[config.mk]
export PLATFORM = sky130hd
export DESIGN_NAME = cam_sccb_config_flat
export DESIGN_NICKNAME = d
export VERILOG_FILES = /design/src/rtl/cam_sccb_config_pkg.sv /design/src/rtl/cam_sccb_config_if.sv /design/src/rtl/cam_sccb_config_rom.sv /design/src/rtl/cam_sccb_config.sv /design/src/flat_wrapper.sv
export SDC_FILE = /design/constraint.sdc
export NUM_CORES = 1
export LEC_CHECK = 0
export CAP_MARGIN = 30
export CORE_MARGIN = 1.5
export CORE_UTILIZATION = 50
export CTS_CLUSTER_SIZE = 16
export DETAILED_ROUTE_END_ITERATION = 6
export PLACE_DENSITY = 0.69
export SETUP_SLACK_MARGIN = 0.02
export SLEW_MARGIN = 25
export SYNTH_ARGS = -nofsm -noshare
export SYNTH_HDL_FRONTEND = slang
export SYNTH_HIERARCHICAL = 1
export SYNTH_SLANG_ARGS = --single-unit
export TNS_END_PERCENT = 50
[constraint.sdc]
create_clock -name clk -period 3.4 [get_ports clk]
set_clock_uncertainty 0.2 [all_clocks]
set_input_delay 1.02 -clock clk [delete_from_list [all_inputs] [get_ports clk]]
set_output_delay 1.02 -clock clk [all_outputs]
set_load 0.01 [all_outputs]
[src/rtl/cam_sccb_config_pkg.sv]
// Shared types and constants for the OV7670 SCCB register sequencer.
// Covers the FSM state encoding, the ROM entry layout and the special register values.
package cam_sccb_config_pkg;

   typedef enum logic [2:0] {
      ST_IDLE,
      ST_LOAD,
      ST_STRT,
      ST_BITS,
      ST_STOP,
      ST_WAIT,
      ST_DONE
   } state_t;

   localparam int ENTRY_W = 16;
   localparam int IDX_W   = 6;
   localparam int FRAME_W = 24;

   localparam logic [7:0]       END_MARK = 8'hFF;
   localparam logic [7:0]       REG_COM7 = 8'h12;
   localparam logic [IDX_W-1:0] IDX_LAST = 6'd63;
   localparam logic [4:0]       BIT_LAST = 5'd26;
   localparam logic [3:0]       ACK_POS  = 4'd8;

   typedef struct packed {
      logic [7:0] reg_addr;
      logic [7:0] val;
   } rom_entry_t;

   // Writing COM7 with bit7 set soft-resets the sensor, which needs a long settle time.
   function automatic logic needs_reset_wait(rom_entry_t e);
      return (e.reg_addr == REG_COM7) && e.val[7];
   endfunction

endpackage

[src/rtl/cam_sccb_config_if.sv]
// Control and SCCB pin bundle of the camera configuration sequencer.
// master = the sequencer, slave = the surrounding top level.
interface cam_sccb_config_if;

   logic                                  start;
   logic                                  sioc;
   logic                                  siod_o;
   logic                                  siod_oe;
   logic                                  busy;
   logic                                  ready;
   logic [cam_sccb_config_pkg::IDX_W-1:0] idx;

   modport master (
      input  start,
      output sioc, siod_o, siod_oe, busy, ready, idx
   );

   modport slave (
      output start,
      input  sioc, siod_o, siod_oe, busy, ready, idx
   );

endinterface

[src/rtl/cam_sccb_config_rom.sv]
// OV7670 register table (QVGA, RGB444) as a combinational {reg,val} lookup.
// OVERRIDE replaces it with a terminator-free fill pattern for exercising the index limit.
module cam_sccb_config_rom
   import cam_sccb_config_pkg::*;
#(
   parameter bit OVERRIDE = 1'b0
) (
   input  logic [IDX_W-1:0]   addr,
   output logic [ENTRY_W-1:0] entry
);

   always_comb begin
      // NOTE: default assignment first keeps this combinational block latch-free.
      entry = {END_MARK, END_MARK};
      if (OVERRIDE) begin
         entry = {2'b01, addr, {2'b00, addr} ^ 8'hA5};
      end else begin
         case (addr)
            6'd0:    entry = 16'h1280;   // COM7 soft reset
            6'd1:    entry = 16'h1214;   // COM7 QVGA, RGB
            6'd2:    entry = 16'h1101;
            6'd3:    entry = 16'h8C02;   // RGB444 enable
            6'd4:    entry = 16'h0400;
            6'd5:    entry = 16'h40D0;
            6'd6:    entry = 16'h3A04;
            6'd7:    entry = 16'h1418;
            6'd8:    entry = 16'h4FB3;
            6'd9:    entry = 16'h50B3;
            6'd10:   entry = 16'h5100;
            6'd11:   entry = 16'h523D;
            6'd12:   entry = 16'h53A7;
            6'd13:   entry = 16'h54E4;
            6'd14:   entry = 16'h589E;
            6'd15:   entry = 16'h3DC0;
            6'd16:   entry = 16'h1714;   // window: HSTART/HSTOP/HREF
            6'd17:   entry = 16'h1802;
            6'd18:   entry = 16'h3280;
            6'd19:   entry = 16'h1903;   // window: VSTART/VSTOP/VREF
            6'd20:   entry = 16'h1A7B;
            6'd21:   entry = 16'h030A;
            6'd22:   entry = 16'h0C04;
            6'd23:   entry = 16'h3E19;
            6'd24:   entry = 16'h703A;
            6'd25:   entry = 16'h7135;
            6'd26:   entry = 16'h7211;
            6'd27:   entry = 16'h73F1;
            6'd28:   entry = 16'hA202;
            default: entry = {END_MARK, END_MARK};
         endcase
      end
   end

endmodule

[src/rtl/cam_sccb_config.sv]
// Walks the register ROM and emits each {reg,val} as a 3-phase SCCB write to the camera.
// Holds the quarter-bit divider, the sequencing FSM, the 24-bit shifter and the idle counter.
module cam_sccb_config
   import cam_sccb_config_pkg::*;
#(
   parameter int         CLK_DIV      = 250,
   parameter logic [7:0] DEV_ADDR     = 8'h42,
   parameter int         RST_WAIT     = 100_000,
   parameter int         GAP          = 400,
   parameter bit         ROM_OVERRIDE = 1'b0
) (
   input logic               clk,
   input logic               rst,
   cam_sccb_config_if.master bus
);

   localparam int QW = $clog2(CLK_DIV + 1);
   localparam int WW = $clog2(((RST_WAIT > GAP) ? RST_WAIT : GAP) + 1);
   localparam logic [QW-1:0] Q_LAST   = QW'(CLK_DIV - 1);
   localparam logic [WW-1:0] RST_LAST = WW'(RST_WAIT - 1);
   localparam logic [WW-1:0] GAP_LAST = WW'(GAP - 1);

   state_t             state;
   logic [QW-1:0]      qcnt;
   logic [1:0]         quarter;
   logic [FRAME_W-1:0] shift;
   logic [4:0]         bit_cnt;
   logic [3:0]         pos;
   logic [WW-1:0]      wait_cnt;
   logic [WW-1:0]      wait_last;
   logic [IDX_W-1:0]   idx;
   logic               sioc, siod_o, siod_oe, busy, ready;

   logic [ENTRY_W-1:0] rom_word;
   rom_entry_t         entry;
   logic               qtick;
   logic [FRAME_W-1:0] shift_nxt;
   logic [3:0]         pos_nxt;

   cam_sccb_config_rom #(.OVERRIDE(ROM_OVERRIDE)) u_rom (
      .addr  (idx),
      .entry (rom_word)
   );

   assign entry = rom_word;
   assign qtick = (qcnt == Q_LAST);

   // The ack slot (position 8 of each byte) consumes a bit clock but no shifter data.
   always_comb begin
      shift_nxt = shift;
      pos_nxt   = pos + 4'd1;
      if (pos == ACK_POS) begin
         pos_nxt = '0;
      end else begin
         shift_nxt = {shift[FRAME_W-2:0], 1'b0};
      end
   end

   // NOTE: sequential state uses non-blocking assignments only, so every branch below
   // reads the pre-edge register values regardless of statement order.
   always_ff @(posedge clk or posedge rst) begin
      if (rst) begin
         state     <= ST_IDLE;
         qcnt      <= '0;
         quarter   <= '0;
         shift     <= '0;
         bit_cnt   <= '0;
         pos       <= '0;
         wait_cnt  <= '0;
         wait_last <= '0;
         idx       <= '0;
         sioc      <= 1'b1;
         siod_o    <= 1'b1;
         siod_oe   <= 1'b1;
         busy      <= 1'b0;
         ready     <= 1'b0;
      end else begin
         qcnt <= qtick ? '0 : qcnt + QW'(1);
         case (state)
            ST_IDLE, ST_DONE: begin
               if (bus.start) begin
                  state <= ST_LOAD;
                  idx   <= '0;
                  busy  <= 1'b1;
                  ready <= 1'b0;
               end
            end

            ST_LOAD: begin
               qcnt    <= '0;
               quarter <= '0;
               sioc    <= 1'b1;
               siod_o  <= 1'b1;
               siod_oe <= 1'b1;
               if (entry.reg_addr == END_MARK || idx == IDX_LAST) begin
                  state <= ST_DONE;
                  busy  <= 1'b0;
                  ready <= 1'b1;
               end else begin
                  state     <= ST_STRT;
                  shift     <= {DEV_ADDR, entry.reg_addr, entry.val};
                  bit_cnt   <= '0;
                  pos       <= '0;
                  wait_last <= needs_reset_wait(entry) ? RST_LAST : GAP_LAST;
               end
            end

            // Outputs of quarter 0 are set on entry; each qtick sets up the next quarter.
            ST_STRT: begin
               if (qtick) begin
                  quarter <= quarter + 2'd1;
                  case (quarter)
                     2'd0: siod_o <= 1'b0;
                     2'd1: ;
                     2'd2: sioc <= 1'b0;
                     default: begin
                        state   <= ST_BITS;
                        siod_o  <= shift[FRAME_W-1];
                        siod_oe <= 1'b1;
                     end
                  endcase
               end
            end

            ST_BITS: begin
               if (qtick) begin
                  quarter <= quarter + 2'd1;
                  case (quarter)
                     2'd0: sioc <= 1'b1;
                     2'd1: ;
                     2'd2: sioc <= 1'b0;
                     default: begin
                        shift   <= shift_nxt;
                        pos     <= pos_nxt;
                        bit_cnt <= bit_cnt + 5'd1;
                        if (bit_cnt == BIT_LAST) begin
                           state   <= ST_STOP;
                           siod_o  <= 1'b0;
                           siod_oe <= 1'b1;
                        end else begin
                           siod_o  <= (pos_nxt == ACK_POS) ? 1'b1 : shift_nxt[FRAME_W-1];
                           siod_oe <= (pos_nxt != ACK_POS);
                        end
                     end
                  endcase
               end
            end

            ST_STOP: begin
               if (qtick) begin
                  quarter <= quarter + 2'd1;
                  case (quarter)
                     2'd0: sioc <= 1'b1;
                     2'd1: siod_o <= 1'b1;
                     2'd2: ;
                     default: begin
                        state    <= ST_WAIT;
                        wait_cnt <= '0;
                     end
                  endcase
               end
            end

            ST_WAIT: begin
               wait_cnt <= wait_cnt + WW'(1);
               if (wait_cnt == wait_last) begin
                  state <= ST_LOAD;
                  idx   <= idx + IDX_W'(1);
               end
            end

            default: state <= ST_IDLE;
         endcase
      end
   end

   assign bus.sioc    = sioc;
   assign bus.siod_o  = siod_o;
   assign bus.siod_oe = siod_oe;
   assign bus.busy    = busy;
   assign bus.ready   = ready;
   assign bus.idx     = idx;

endmodule

[src/flat_wrapper.sv]
// flat-port wrapper written by rule: the top's interface ports become plain ports
module cam_sccb_config_flat import cam_sccb_config_pkg::*;
#(
   parameter int         CLK_DIV      = 250,
   parameter logic [7:0] DEV_ADDR     = 8'h42,
   parameter int         RST_WAIT     = 100_000,
   parameter int         GAP          = 400,
   parameter bit         ROM_OVERRIDE = 1'b0
)
  (clk, rst, bus_start, bus_sioc, bus_siod_o, bus_siod_oe, bus_busy, bus_ready, bus_idx);
  cam_sccb_config_if bus_i ();
  input logic clk;
  input logic rst;
  input wire logic [$bits(bus_i.start)-1:0] bus_start;
  output wire logic [$bits(bus_i.sioc)-1:0] bus_sioc;
  output wire logic [$bits(bus_i.siod_o)-1:0] bus_siod_o;
  output wire logic [$bits(bus_i.siod_oe)-1:0] bus_siod_oe;
  output wire logic [$bits(bus_i.busy)-1:0] bus_busy;
  output wire logic [$bits(bus_i.ready)-1:0] bus_ready;
  output wire logic [$bits(bus_i.idx)-1:0] bus_idx;
  assign bus_i.start = bus_start;
  assign bus_sioc = bus_i.sioc;
  assign bus_siod_o = bus_i.siod_o;
  assign bus_siod_oe = bus_i.siod_oe;
  assign bus_busy = bus_i.busy;
  assign bus_ready = bus_i.ready;
  assign bus_idx = bus_i.idx;
  cam_sccb_config #(.CLK_DIV(CLK_DIV), .DEV_ADDR(DEV_ADDR), .RST_WAIT(RST_WAIT), .GAP(GAP), .ROM_OVERRIDE(ROM_OVERRIDE)) u_core (.clk(clk), .rst(rst), .bus(bus_i));
endmodule
==> Word-level counts from Yosys, hierarchy flattened <==
Memories as Yosys holds them, arrays and structs flattened.
Cells that the tools add are included.
{ "word_totals": {"ff_bits": 91, "memories": 1, "rom_bits": 512, "output_inout_bits": 11} }
{ "classes": {"eq_ne": 35, "reduce_logical": 26, "n_mux": 65, "bitwise": 1, "addsub": 6} }
{ "memory_table": {"columns": ["name", "words", "width", "read_ports", "rd_ports_with_merged_regs", "wr", "line_no", "source"], "rows": [
  ["(name not given)", 32, 16, 1, 0, 0, "cam_sccb_config_rom.sv:18", "case (addr)"]
]} }
{ "ops": {"columns": ["cell", "n"], "rows": [
  ["24-bit two-way mux", 4],
  ["17-bit two-way mux", 3],
  ["24-bit case mux with 2 select lines", 1],
  ["17-bit case mux with 2 select lines", 1],
  ["3-bit two-way mux", 10],
  ["1-bit two-way mux", 21],
  ["2-bit by 1-bit != test with 1-bit output, second input constant", 9],
  ["3-bit case mux with 6 select lines", 1],
  ["17-bit by 1-bit adder with 17-bit output, second input constant", 1],
  ["17-bit equality test", 1],
  ["8-bit equality test, second input constant", 2],
  ["16-bit two-way mux", 1],
  ["4-bit two-way mux", 4],
  ["8-bit two-way mux", 2],
  ["2-bit != test, second input constant", 8],
  ["5-bit two-way mux", 3],
  ["7-bit AND reduction", 2],
  ["6-bit two-way mux", 2],
  ["6-bit case mux with 2 select lines", 1],
  ["5-bit case mux with 2 select lines", 1],
  ["5-bit AND reduction", 2],
  ["2-bit nonzero test", 5],
  ["3-bit equality test, second input constant", 3],
  ["3-bit AND reduction", 3],
  ["other kinds (33)", 42]
]} }

==> Longest topological paths before layout <==
Gate-level depths: netlist (run 1).
{ "depth": {"depth_word": 8, "mapped_depth": 15, "depth_no_buf": 12} }

==> Modules after synthesis <==
Netlist (run 1), hierarchy kept.
{ "modules_own_cells": {"columns": ["mod", "seq_area_each_um2", "cells_each", "area_each_um2", "instances"], "rows": [
  ["cam_sccb_config", 1930.6, 423, 4067.7, 1],
  ["cam_sccb_config_rom", 0.0, 123, 943.4, 1]
]} }

==> Least setup slack after synthesis (run 1) <==
Ideal clock, no wire load.
{ "synth_path": {"kind": "register -> register", "start": "reg u_core.idx[1], in the netlist u_core/bus.idx[1]", "end": "reg u_core.shift[10]", "required_time_ns": 3.123, "setup_time_ns": 0.077, "stages_incl_launch_ff": 13, "arrival_ns": 2.926, "setup_slack_ns": 0.197, "period_less_slack_ns": 3.203, "n_path_buf": 3, "cell_sequence": "dfrtp_1 clkbuf_1 inv_1 ha_1 mux4_2 o221ai_1 nand4_1 o22ai_1 o31ai_1 and2_1 buf_2 buf_4 a21oi_1"} }
{ "synth_rtl": {"columns": ["element", "line_no", "source"], "rows": [
  ["from (decl)", "cam_sccb_config.sv:31", "logic [IDX_W-1:0] idx;"],
  ["from (signal assigned)", "cam_sccb_config.sv:168", "idx <= idx + IDX_W'(1);"],
  ["to (signal assigned)", "cam_sccb_config.sv:101", "shift <= {DEV_ADDR, entry.reg_addr, entry.val};"],
  ["to (signal assigned)", "cam_sccb_config.sv:133", "shift <= shift_nxt;"],
  ["to (decl)", "cam_sccb_config.sv:26", "logic [FRAME_W-1:0] shift;"]
]} }

==> impl_summary.log, run 1 <==
[metrics] detailed placer's ending HPWL: 8420 um
[metrics] Final Routed Wirelength: 12,100 um
[metrics] synthesized area per cell: 9.18 um^2
[metrics] critical register-to-register path endpoint: u_core/shift[16]
[metrics] clock latency of the later-clocked register in the worst-skew pair: 0.35 ns
[metrics] top cells by area, synth: sky130_fd_sc_hd__dfrtp_1 (37%), sky130_fd_sc_hd__ha_1 (6.0%), sky130_fd_sc_hd__a21oi_1 (5.1%)
[metrics] f_max: 0.315 GHz
[metrics] weighted congestion at the end of routability-driven global placement: 0.914
[metrics] clock tree from TritonCTS: done
[metrics] max-slew headroom at the worst pin: 55.2%
[metrics] maximum level of the CTS H-tree: 3
[metrics] combinational share of power: 29.9%
[metrics] count of cells along the worst register-to-register path: 11
[metrics] Final Instance Count excl. Fillers: 701
[metrics] startpoint types: register
[metrics] Antenna Cells: 0
[metrics] EDFF count, synth: 0
[metrics] total global routing track utilization: 24.0%
[metrics] number of instances in the placed design: 684
[metrics] most frequently used cell type in the post-synthesis netlist: sky130_fd_sc_hd__dfrtp_1
[metrics] post-synthesis register bit count: 77
[metrics] number of DRC violations after detailed routing: 0
[metrics] type of the worst min-delay path: reg2reg
[metrics] final max-slew violation count: 0
[metrics] flop2flop setup slack: 0.23 ns
[metrics] layout cells sized above 1: 12.0%
[metrics] Switching Share: 34.7%
[metrics] number of global-route vias before repair: 4,047
[metrics] minimum period implied by the final worst setup slack: 3.17 ns
[metrics] WL per Instance: 17.2 um
[metrics] transition time of the tightest slew-check pin: 0.667 ns
[metrics] Layout Area Growth over Synthesis: 11.3%
[metrics] predominant post-synthesis flop cell: sky130_fd_sc_hd__dfrtp_1
[metrics] Die Ht: 103 um
[metrics] count of input and output buffers: 13
[metrics] status: completed
[metrics] commonest cells in the synthesized netlist: sky130_fd_sc_hd__dfrtp_1 (74), sky130_fd_sc_hd__a21oi_1 (51), sky130_fd_sc_hd__nor2_1 (44)
[metrics] total power per unit cell area: 525 nW/um^2
[metrics] type of element capturing the critical path: register
[metrics] post-synth top area cell: sky130_fd_sc_hd__dfrtp_1
[metrics] proportion of power drawn by the clock network: 26.5%
[metrics] total number of nets in the final design: 590
[metrics] wire length of the first global-routing pass: 19,800 um
[metrics] Post-Route Setup TNS: 0 ns
[metrics] placement row count: 36
[metrics] portion of synthesized cell area occupied by the leading cell type: 37.0%
[metrics] number of max-cap violations: 0
[metrics] FFs w/ async S/R, synth: 100%
[metrics] sink count of the clock tree: 77
[metrics] worst-case hold path end point: u_core/qcnt[0]
[metrics] CP required: 3.44 ns
[metrics] total internal power: 1.91 mW
[metrics] Setup-failing EPs final: 0
[metrics] area of the mapped netlist: 5010 um^2
[metrics] RSZ-0062 raised after global routing: no
[metrics] hold wc startpoint: u_core/qcnt[0]
[metrics] Static Leakage: 2.31 nW
[metrics] worst reg2reg path startpoint: u_core/bus.idx[0]
[metrics] final total power: 2.93 mW
[metrics] boundary pin count: 14
[metrics] largest net degree at the start of global routing: 53
[metrics] highest ir drop seen on vdd: 0.352 mV
[metrics] WHS: 0.294 ns
[metrics] portion of the post-synthesis area used by sequential elements: 38.5%
[metrics] Setup Crit Path Kind: reg2reg
[metrics] final number of hold-violating endpoints: 0
[metrics] total number of vias: 4,321
[metrics] number of DRC markers after the initial detailed-route iteration: 313
[metrics] final period utilization: 93.2%
[metrics] number of warnings printed during yosys synthesis: 6
[metrics] 1st-pass router iterations: 5
[metrics] total of fill cells in the finished design: 876
[metrics] sequential cell fraction of total power: 43.6%
[metrics] cell count after synthesis: 546
[metrics] number of cells traversed by the worst hold path: 1
[metrics] antenna violations before repair: 0
[metrics] number of clock buffers inserted by TritonCTS: 9
[metrics] initial cell density of the core: 51.5%
[metrics] die footprint: 10,600 um^2
[metrics] arrival time of the worst setup path: 3.21 ns
[metrics] final global-route overflow total: 0
[metrics] register clock-pin slew on the reported worst setup and hold paths: 0.08 ns
[metrics] Clock Root Buffer: sky130_fd_sc_hd__clkbuf_8
[metrics] vias per inst: 6.16
[metrics] number of nets with antenna violations after routing: 0
[metrics] Syn Nets: 573
[metrics] Switch Pwr: 1.02 mW
[metrics] clock tree buffer depth: 2
[metrics] Placeable Area: 9730 um^2
[metrics] number of different library cells in the post-synthesis netlist: 74
[metrics] maximum fanout along the worst path: 19
[metrics] Chip Width: 103 um
cell families (layout without fill, tap and decap cells):
group | count (synthesis) | count (layout) | share of synthesized area [%]
simple gates | 175 | 175 | 18.9
compound gates | 174 | 174 | 23.5
flops | 77 | 77 | 38.5
buf+inv | 59 | 81 | 5.34
fa+ha+maj | 24 | 24 | 5.99
xor+xnor | 19 | 19 | 3.32
mux | 18 | 18 | 4.39
cell type report:
class	count	area [um^2]	area share, %
clock inverters	6	96.3	1.73
inverters	26	97.6	1.75
multi-input cells	410	2830	50.7
well taps	133	166	2.98
clock buffers	10	128	2.29
flip-flops and latches	77	1930	34.6
repair buffers	39	329	5.90
timing repair:
item,CTS,global route
hold buffers,0,0
endpoints found under the hold margin,0,0
endpoints found under the setup margin,0,25
buffers inserted,0,0
resized for setup,0,6
how the worst max path moves through the flow:
stage	startpoint	slack (ns)	depth (start not counted)	endpoint
2_1_floorplan	u_core/bus.idx[1]	0.20	12	u_core/shift[10]
4_1_cts	u_core/bus.idx[1]	0.12	12	u_core/shift[3]
3_5_place_dp	u_core/bus.idx[1]	0.15	12	u_core/shift[3]
3_3_place_gp	u_core/bus.idx[1]	0.24	12	u_core/shift[17]
5_1_grt	u_core/bus.idx[0]	0.02	13	u_core/shift[16]
6_report	u_core/bus.idx[0]	0.23	11	u_core/shift[16]
through the flow:
step	utilization [%]	worst slack [ns]	area, um^2
CTS	57.1	0.119	5550
floorplan	-	0.197	5010
finish	57.3	0.230	5580
global placement	54.8	0.238	5330
global route	57.3	0.0159	5580
detailed placement	54.8	0.148	5330
layout by cell type, fill, tap and decap left out, types with 6 or more instances in the layout:
cell type                          n
sky130_fd_sc_hd__clkbuf_8          9
sky130_fd_sc_hd__nand3_1          18
sky130_fd_sc_hd__nand2_1          32
sky130_fd_sc_hd__o21ai_0          30
sky130_fd_sc_hd__nor2b_1          11
sky130_fd_sc_hd__mux2i_1          13
sky130_fd_sc_hd__xnor2_1           6
sky130_fd_sc_hd__dfrtp_1          73
sky130_fd_sc_hd__xor2_1           13
sky130_fd_sc_hd__or3_1             7
sky130_fd_sc_hd__nand4_1          12
sky130_fd_sc_hd__nor3_1            8
sky130_fd_sc_hd__a22oi_1          15
sky130_fd_sc_hd__nor2_1           44
sky130_fd_sc_hd__a22o_1           11
sky130_fd_sc_hd__buf_4            25
sky130_fd_sc_hd__inv_1            23
sky130_fd_sc_hd__clkdlybuf4s50_1  13
sky130_fd_sc_hd__nand2b_1          9
sky130_fd_sc_hd__a21oi_1          51
sky130_fd_sc_hd__ha_1             22
sky130_fd_sc_hd__o31ai_1           7
flip-flops by register name (all words and copies together), names as in the netlist, 2 cells and up:
signal	flops
u_core/shift	24
u_core/wait_cnt	17
u_core/qcnt	8
u_core/bus.idx	6
u_core/bit_cnt	5
u_core/pos	4
u_core/state	3
u_core/wait_last	3
u_core/quarter	2
critical path, cell delays in order, from the launching register on:
cell and delay (ns):
sky130_fd_sc_hd__dfrtp_1 0.38, sky130_fd_sc_hd__buf_4 0.20, sky130_fd_sc_hd__ha_1 0.33, sky130_fd_sc_hd__nor2b_1 0.20
sky130_fd_sc_hd__a211o_1 0.28, sky130_fd_sc_hd__a211o_1 0.30, sky130_fd_sc_hd__nand4_1 0.12, sky130_fd_sc_hd__o22ai_2 0.13
sky130_fd_sc_hd__o31ai_2 0.24, sky130_fd_sc_hd__buf_6 0.23, sky130_fd_sc_hd__nand2_1 0.19, sky130_fd_sc_hd__a22o_1 0.25
power by group through the flow:
stage | logic [mW] | clock network [mW] | registers, mW
3_5_place_dp | 0.858 | 0 | 1.29
6_report | 0.874 | 0.777 | 1.28
3_3_place_gp | 0.836 | 0 | 1.28
4_1_cts | 0.860 | 0.806 | 1.27
2_1_floorplan | 0.664 | 0 | 1.22
5_1_grt | 0.974 | 0.845 | 1.30
per-layer routing:
layer  GRT usage, %  routed length [um]  vias up
met5              0                   0        -
met4           10.1                 249        0
met3           4.88                 592       21
met2           38.3                5830      135
met1           31.7                5410     2117
li1               -                   -     2048
Power figures use the tool's default switching activity.
==> run 2: changes to the inputs <==
--- a/config.mk
+++ b/config.mk
@@ -15,6 +15,5 @@
 export SLEW_MARGIN = 25
 export SYNTH_ARGS = -nofsm -noshare
 export SYNTH_HDL_FRONTEND = slang
-export SYNTH_HIERARCHICAL = 1
 export SYNTH_SLANG_ARGS = --single-unit
 export TNS_END_PERCENT = 50
==> run 2 against run 1 <==
  * Cell area increased by 1.1%
  * Via count decreased by 0.23%
  * Register-to-register slack improved by 0.05 ns
  * Critical path type is now reg2out
==> impl_summary.log, run 2 <==
[metrics] EDFF count, synth: 0 (unchanged)
[metrics] antenna violations before repair: 0 (unchanged)
[metrics] Final Routed Wirelength: 12,600 um (+4.5%)
[metrics] count of cells along the worst register-to-register path: 8 (-3)
[metrics] cell count after synthesis: 560 (+2.6%)
[metrics] register with the most flip-flops: u_core.shift
[metrics] boundary pin count: 14 (unchanged)
[metrics] clock latency of the later-clocked register in the worst-skew pair: 0.37 ns (+0.02 ns)
[metrics] weighted congestion at the end of routability-driven global placement: 0.941 (+3.0%)
[metrics] total number of vias: 4,311 (-0.23%)
[metrics] number of global-route vias before repair: 4,180 (+3.3%)
[metrics] Placeable Area: 9770 um^2 (+0.46%)
[metrics] number of warnings printed during yosys synthesis: 0 (-6)
[metrics] area of the mapped netlist: 5040 um^2 (+0.67%)
[metrics] f_max: 0.314 GHz (-0.47%)
[metrics] portion of synthesized cell area occupied by the leading cell type: 36.7% (-0.25 points)
[metrics] WL per Instance: 17.5 um (+1.6%)
[metrics] wire length of the first global-routing pass: 20,700 um (+4.5%)
[metrics] synthesized area per cell: 9.01 um^2 (-1.8%)
[metrics] Chip Width: 103 um (+0.32%)
[metrics] post-synthesis register bit count: 77 (unchanged)
[metrics] count of hold-fix buffers inserted at cts: 0 (unchanged)
[metrics] number of nets with antenna violations after routing: 0 (unchanged)
[metrics] hold wc startpoint: u_core.qcnt[0]
[metrics] number of DRC violations after detailed routing: 0 (unchanged)
[metrics] max FFs per register: 24 (unchanged)
[metrics] initial cell density of the core: 51.6% (+0.11 points)
[metrics] largest net degree at the start of global routing: 50 (-5.7%)
[metrics] count of input and output buffers: 13 (unchanged)
[metrics] final total power: 2.64 mW (-9.7%)
[metrics] total number of nets in the final design: 611 (+3.6%)
[metrics] maximum fanout along the worst path: 22 (+3)
[metrics] number of max-cap violations: 0 (unchanged)
[metrics] CP required: 2.18 ns (-1.26 ns)
[metrics] top cells by area, synth: sky130_fd_sc_hd__dfrtp_1 (37%), sky130_fd_sc_hd__ha_1 (6.2%), sky130_fd_sc_hd__nor2_1 (4.9%)
[metrics] final max-slew violation count: 0 (unchanged)
[metrics] sink count of the clock tree: 77 (unchanged)
[metrics] Clock Root Buffer: sky130_fd_sc_hd__clkbuf_8
[metrics] sequential cell area in the final layout: 1930 um^2 (about the same)
[metrics] vias per inst: 5.98 (-3.0%)
[metrics] PostCTS Resize Cnt: 0 (unchanged)
[metrics] arrival time of the worst setup path: 1.97 ns (-1.24 ns)
[metrics] RSZ-0062 raised after global routing: no
[metrics] commonest non-fill, non-tap cell in the layout: sky130_fd_sc_hd__dfrtp_1
[metrics] 1st-pass router iterations: 5 (unchanged)
[metrics] layout cells sized above 1: 12.8% (+0.78 points)
[metrics] clock tree from TritonCTS: done
[metrics] commonest cells in the synthesized netlist: sky130_fd_sc_hd__dfrtp_1 (74), sky130_fd_sc_hd__nor2_1 (66), sky130_fd_sc_hd__nand2_1 (51)
[metrics] register clock-pin slew on the reported worst setup and hold paths: 0.08 ns (about the same)
[metrics] highest ir drop seen on vdd: 0.345 mV (-2.0%)
[metrics] Antenna Cells: 0 (unchanged)
[metrics] max-slew headroom at the worst pin: 51.8% (-3.4 points)
[metrics] number of clock buffers inserted by TritonCTS: 9 (unchanged)
[metrics] combined area of the multi-input logic cells: 2910 um^2 (+2.8%)
[metrics] Setup-failing EPs final: 0 (unchanged)
[metrics] status: completed
[metrics] Final Instance Count excl. Fillers: 721 (+2.9%)
[metrics] transition time of the tightest slew-check pin: 0.723 ns (+0.0559 ns)
[metrics] minimum period implied by the final worst setup slack: 3.19 ns (+0.0148 ns)
[metrics] number of instances in the placed design: 705 (+3.1%)
[metrics] worst reg2reg path startpoint: u_core.bus.idx[0]
[metrics] most used cells in the layout excluding fill and tap cells: sky130_fd_sc_hd__dfrtp_1 (74), sky130_fd_sc_hd__nor2_1 (66), sky130_fd_sc_hd__nand2_1 (51), sky130_fd_sc_hd__a21oi_1 (30), sky130_fd_sc_hd__o21ai_0 (27)
[metrics] total of fill cells in the finished design: 905 (+3.3%)
[metrics] number of cells traversed by the worst hold path: 1 (unchanged)
[metrics] final period utilization: 93.7% (+0.44 points)
[metrics] # Post-CTS Setup Buffers: 0 (unchanged)
[metrics] Setup Crit Path Kind: reg2out
[metrics] FFs w/ async S/R, synth: 100% (unchanged)
[metrics] Post-Route Setup TNS: 0 ns (unchanged)
[metrics] type of the worst min-delay path: reg2reg
[metrics] predominant post-synthesis flop cell: sky130_fd_sc_hd__dfrtp_1
[metrics] die footprint: 10,700 um^2 (+0.65%)
[metrics] detailed placer's ending HPWL: 9190 um (+9.1%)
[metrics] Die Ht: 103 um (+0.32%)
[metrics] portion of the post-synthesis area used by sequential elements: 38.3% (-0.26 points)
[metrics] maximum level of the CTS H-tree: 3 (unchanged)
[metrics] total power per unit cell area: 469 nW/um^2 (-11%)
[metrics] Syn Nets: 588 (+2.6%)
[metrics] final global-route overflow total: 0 (unchanged)
[metrics] number of DRC markers after the initial detailed-route iteration: 238 (-24%)
[metrics] startpoint types: register
[metrics] most frequently used cell type in the post-synthesis netlist: sky130_fd_sc_hd__dfrtp_1
[metrics] post-synth top area cell: sky130_fd_sc_hd__dfrtp_1
[metrics] Layout Area Growth over Synthesis: 11.8%
[metrics] placement row count: 36 (unchanged)
[metrics] clock tree buffer depth: 2 (unchanged)
[metrics] total global routing track utilization: 25.4% (+1.4 points)
[metrics] largest registers: u_core.shift (24), u_core.wait_cnt (17), u_core.qcnt (8)
[metrics] source of the critical timing path: u_core.bus.idx[2]
[metrics] type of element capturing the critical path: output pin
[metrics] final number of hold-violating endpoints: 0 (unchanged)
[metrics] number of different library cells in the post-synthesis netlist: 65 (-12%)
[metrics] Static Leakage: 2.44 nW (+5.8%)
run 2: critical path: stages, from the launching register on:
cell and delay [ns]:
sky130_fd_sc_hd__dfrtp_1 0.81, sky130_fd_sc_hd__buf_4 0.25, sky130_fd_sc_hd__clkdlybuf4s50_1 0.53
run 2: through the flow:
step | hold WS (ns) | utilization [%] | instance area [um^2] | worst slack, ns
after floorplan | 0.261 | - | 5040 | 0.218
after global placement | 0.274 | 55.5 | 5420 | 0.405
after detailed placement | 0.289 | 55.5 | 5420 | 0.300
after CTS | 0.303 | 57.7 | 5640 | 0.202
after global routing | 0.331 | 57.7 | 5640 | 0.0271
final | 0.303 | 57.7 | 5640 | 0.215
run 2: area by class of cell:
cell class | count | share of cell area (%)
clock buffer | 10 | 2.44
clock inverter | 6 | 1.49
inverter | 20 | 1.33
multi-input combinational | 436 | 51.6
sequential | 77 | 34.2
tap | 133 | 2.95
timing repair buffer | 39 | 5.99
run 2: worst paths after layout:
| kind | endpoint | slack, ns |
|---|---|---|
| max in group asynchronous | u_core.bus.sioc | 1.75 |
| worst min register to register | u_core.qcnt[0] | 0.30 |
| min in group asynchronous | u_core.wait_last[8] | 0.68 |
| worst min-delay path | u_core.qcnt[0] | 0.30 |
| worst max-delay path | bus_idx[2] | 0.21 |
| worst max register to register | u_core.shift[1] | 0.28 |
run 2: power breakdown:
part	internal [mW]	switching [mW]	leakage (nW)	total (mW)
clock	0.432	0.359	0.116	0.791
sequential	1.07	0.153	0.994	1.22
combinational	0.300	0.332	1.33	0.631
run 2: kinds of logic (layout without fill, tap and decap cells):
family / after synthesis / count (layout) / synth area share (%)
AO/OA/AOI/OAI: 123 / 123 / 16.7
XOR/XNOR: 28 / 28 / 4.86
adder cells (fa/ha/maj): 26 / 26 / 6.40
buffers and inverters: 47 / 75 / 4.04
flip-flops: 77 / 77 / 38.3
multiplexers: 29 / 29 / 7.14
AND/OR/NAND/NOR: 230 / 230 / 22.6
run 2: metal layers:
metal	share of wire, %	wire length [um]	up-vias	global-route usage, %
li1	-	-	2065	-
met1	45	5740	2127	33.9
met2	49	6150	102	41.4
met3	4.2	536	17	4.84
met4	1.6	208	0	8.94
met5	0	0	-	0
==> run 3: changes to the inputs <==
--- a/config.mk
+++ b/config.mk
@@ -6,11 +6,13 @@
 export NUM_CORES = 1
 export LEC_CHECK = 0
 export CAP_MARGIN = 30
+export CELL_PAD_IN_SITES_DETAIL_PLACEMENT = 2
+export CELL_PAD_IN_SITES_GLOBAL_PLACEMENT = 2
 export CORE_MARGIN = 1.5
-export CORE_UTILIZATION = 50
+export CORE_UTILIZATION = 40
 export CTS_CLUSTER_SIZE = 16
 export DETAILED_ROUTE_END_ITERATION = 6
-export PLACE_DENSITY = 0.69
+export PLACE_DENSITY = 0.83
 export SETUP_SLACK_MARGIN = 0.02
 export SLEW_MARGIN = 25
 export SYNTH_ARGS = -nofsm -noshare
==> run 3 against run 2 <==
  * Global-route usage is 0.87 points higher
  * Maximum frequency decreased by 0.63%
  * Hold slack gained 0.0021 ns
  * Routed wire length rose by 30%
  * Sequential power about the same
  * Power grew 11%
  * First-iteration DRC count is 19% lower
  * Critical path depth is 7 higher
  * Via count increased by 3.2%
  * Count of clock-buffer cells in the layout is 1 higher
  * Register-to-register slack lost 0.09 ns
  * Critical endpoint is now u_core.shift[3]
  * Largest cell class unchanged
  * Highest routed layer unchanged
==> impl_summary.log, run 3 (synthesis gave the netlist of run 2 again) <==
[metrics] final max-slew violation count: 0 (unchanged)
[metrics] count of input and output buffers: 13 (unchanged)
[metrics] type of the worst min-delay path: reg2reg
[metrics] total internal power: 2.01 mW (+11%)
[metrics] combinational share of power: 23.4% (-0.5 points)
[metrics] total power per unit cell area: 509 nW/um^2 (+8.5%)
[metrics] maximum fanout along the worst path: 10 (-55%)
[metrics] placement row count: 40 (+11%)
[metrics] status: completed
[metrics] f_max: 0.312 GHz (-0.63%)
[metrics] die footprint: 13,300 um^2 (+24%)
[metrics] layout cells sized above 1: 12.6% (-0.19 points)
[metrics] Switching Share: 31.9% (about the same)
[metrics] sequential cell area in the final layout: 1930 um^2 (unchanged)
[metrics] weighted congestion at the end of routability-driven global placement: 0.902 (-4.2%)
[metrics] RSZ-0062 raised after global routing: no
[metrics] 1st-pass router iterations: 4 (-1)
[metrics] final period utilization: 94.3% (+0.60 points)
[metrics] sequential cell fraction of total power: 41.5% (-4.7 points)
[metrics] minimum period implied by the final worst setup slack: 3.21 ns (+0.0202 ns)
[metrics] register clock-pin slew on the reported worst setup and hold paths: 0.06 ns (-0.02 ns)
[metrics] number of DRC markers after the initial detailed-route iteration: 192 (-19%)
[metrics] WL per Instance: 21.7 um (+24%)
[metrics] clock tree buffer depth: 2 (unchanged)
[metrics] Die Ht: 115 um (+11%)
[metrics] Clock Root Buffer: sky130_fd_sc_hd__clkbuf_16
[metrics] Placeable Area: 12,200 um^2 (+24%)
[metrics] highest ir drop seen on vdd: 0.226 mV (-34%)
[metrics] initial cell density of the core: 41.5% (-10 points)
[metrics] number of clock buffers inserted by TritonCTS: 9 (unchanged)
[metrics] maximum level of the CTS H-tree: 3 (unchanged)
[metrics] largest net degree at the start of global routing: 45 (-10%)
[metrics] final total power: 2.95 mW (+11%)
[metrics] Switch Pwr: 0.939 mW (+11%)
[metrics] Post-Route Setup TNS: 0 ns (unchanged)
[metrics] number of DRC violations after detailed routing: 0 (unchanged)
[metrics] largest registers: u_core.shift (24), u_core.wait_cnt (17), u_core.qcnt (8)
[metrics] arrival time of the worst setup path: 3.23 ns (+1.26 ns)
[metrics] number of global-route vias before repair: 4,843 (+16%)
[metrics] Setup-failing EPs final: 0 (unchanged)
[metrics] post-route core utilization: 47.6% (-10 points)
[metrics] number of nets with antenna violations after routing: 0 (unchanged)
[metrics] total of fill cells in the finished design: 1,342 (+48%)
[metrics] Static Leakage: 2.49 nW (+1.8%)
[metrics] wire length of the first global-routing pass: 26,800 um (+29%)
[metrics] boundary pin count: 14 (unchanged)
[metrics] Final Routed Wirelength: 16,400 um (+30%)
[metrics] Antenna Cells: 0 (unchanged)
[metrics] PostCTS Resize Cnt: 0 (unchanged)
[metrics] total global routing track utilization: 26.3% (+0.87 points)
[metrics] total number of vias: 4,450 (+3.2%)
[metrics] Chip Width: 115 um (+11%)
[metrics] clock tree from TritonCTS: done
[metrics] combined area of the multi-input logic cells: 2910 um^2 (unchanged)
[metrics] clock latency of the later-clocked register in the worst-skew pair: 0.35 ns (-0.02 ns)
[metrics] total number of nets in the final design: 612 (+0.16%)
[metrics] Setup Crit Path Kind: reg2reg
[metrics] vias per inst: 5.88 (-1.7%)
[metrics] most used cells in the layout excluding fill and tap cells: sky130_fd_sc_hd__dfrtp_1 (74), sky130_fd_sc_hd__nor2_1 (66), sky130_fd_sc_hd__nand2_1 (51), sky130_fd_sc_hd__a21oi_1 (30), sky130_fd_sc_hd__o21ai_0 (27)
[metrics] register with the most flip-flops: u_core.shift
[metrics] final global-route overflow total: 0 (unchanged)
[metrics] transition time of the tightest slew-check pin: 0.926 ns (+0.203 ns)
[metrics] type of element capturing the critical path: register
[metrics] startpoint types: register
[metrics] Layout Area Growth over Synthesis: 14.8%
[metrics] max FFs per register: 24 (unchanged)
[metrics] final number of hold-violating endpoints: 0 (unchanged)
[metrics] sink count of the clock tree: 77 (unchanged)
[metrics] proportion of power drawn by the clock network: 35.1% (+5.2 points)
[metrics] commonest non-fill, non-tap cell in the layout: sky130_fd_sc_hd__dfrtp_1
[metrics] detailed placer's ending HPWL: 11,900 um (+29%)
[metrics] number of max-cap violations: 0 (unchanged)
[metrics] antenna violations before repair: 0 (unchanged)
[metrics] CP required: 3.43 ns (+1.25 ns)
[metrics] max-slew headroom at the worst pin: 37.8% (-14 points)
==> run 3: cell types whose count changed in the layout (fill, tap and decap cells not counted) <==
| cell | delta |
|---|---|
| sky130_fd_sc_hd__buf_12 | +1 |
| sky130_fd_sc_hd__clkbuf_8 | -10 |
| sky130_fd_sc_hd__inv_6 | -1 |
| sky130_fd_sc_hd__clkbuf_1 | +2 |
| sky130_fd_sc_hd__clkbuf_16 | +9 |
==> run 3: final cells by class <==
type / count / area share, %
Multi-Input combinational cell: 436 / 50.2
Sequential cell: 77 / 33.3
Timing Repair Buffer: 40 / 6.18
Clock buffer: 11 / 4.02
Tap cell: 168 / 3.63
Clock inverter: 5 / 1.30
Inverter: 20 / 1.30
==> run 3: final timing paths <==
path	depth (start not counted)	start	endpoint	slack, ns
min in group asynchronous	2	rst	u_core.quarter[1]	0.78
min	1	u_core.qcnt[0]	u_core.qcnt[0]	0.31
max in group asynchronous	3	rst	u_core.bus.siod_o	1.57
min reg2reg	1	u_core.qcnt[0]	u_core.qcnt[0]	0.31
max	9	u_core.bus.idx[0]	u_core.shift[3]	0.19
max reg2reg	9	u_core.bus.idx[0]	u_core.shift[3]	0.19
==> run 3: stage by stage <==
stage	area (um^2)	setup slack, ns	std cells	hold slack (ns)
2_1_floorplan	5040	0.218	560	0.261
3_3_place_gp	5460	0.345	740	0.278
3_5_place_dp	5460	0.126	740	0.299
4_1_cts	5770	0.101	756	0.308
5_1_grt	5790	0.0741	757	0.327
6_report	5790	0.195	757	0.305
==> run 3: timing repair <==
action                     CTS  global route
hold endpoints to repair     0             0
setup endpoints to repair    0             8
buffers inserted             0             1
hold buffers                 0             0
==> run 3: metal layers <==
metal  global-route usage (%)  vias up  wire length (um)  share of wire [%]
li1                         -     2058                 -                  -
met3                     3.22       24               434                2.6
met2                     45.7       68              8410                 51
met1                     33.4     2300              7210                 44
met5                        0        -                 0                  0
met4                     9.79        0               382                2.3
==> run 3: power by group through the flow <==
stage	combinational [mW]	sequential, mW	clock [mW]
after detailed placement	0.681	1.23	0
final	0.690	1.22	1.03
after floorplan	0.480	1.18	0
after global routing	0.759	1.24	1.09
after CTS	0.696	1.22	1.05
after global placement	0.638	1.22	0
==> run 3: critical path, cell delays in order (launching register included) <==
cell and delay [ns]:
sky130_fd_sc_hd__dfrtp_1 0.39, sky130_fd_sc_hd__inv_1 0.20, sky130_fd_sc_hd__ha_1 0.32, sky130_fd_sc_hd__and2_1 0.21, sky130_fd_sc_hd__o31ai_1 0.35, sky130_fd_sc_hd__a2bb2oi_1 0.31, sky130_fd_sc_hd__nand4_1 0.23, sky130_fd_sc_hd__o32ai_4 0.36
sky130_fd_sc_hd__buf_12 0.18, sky130_fd_sc_hd__mux2_2 0.34
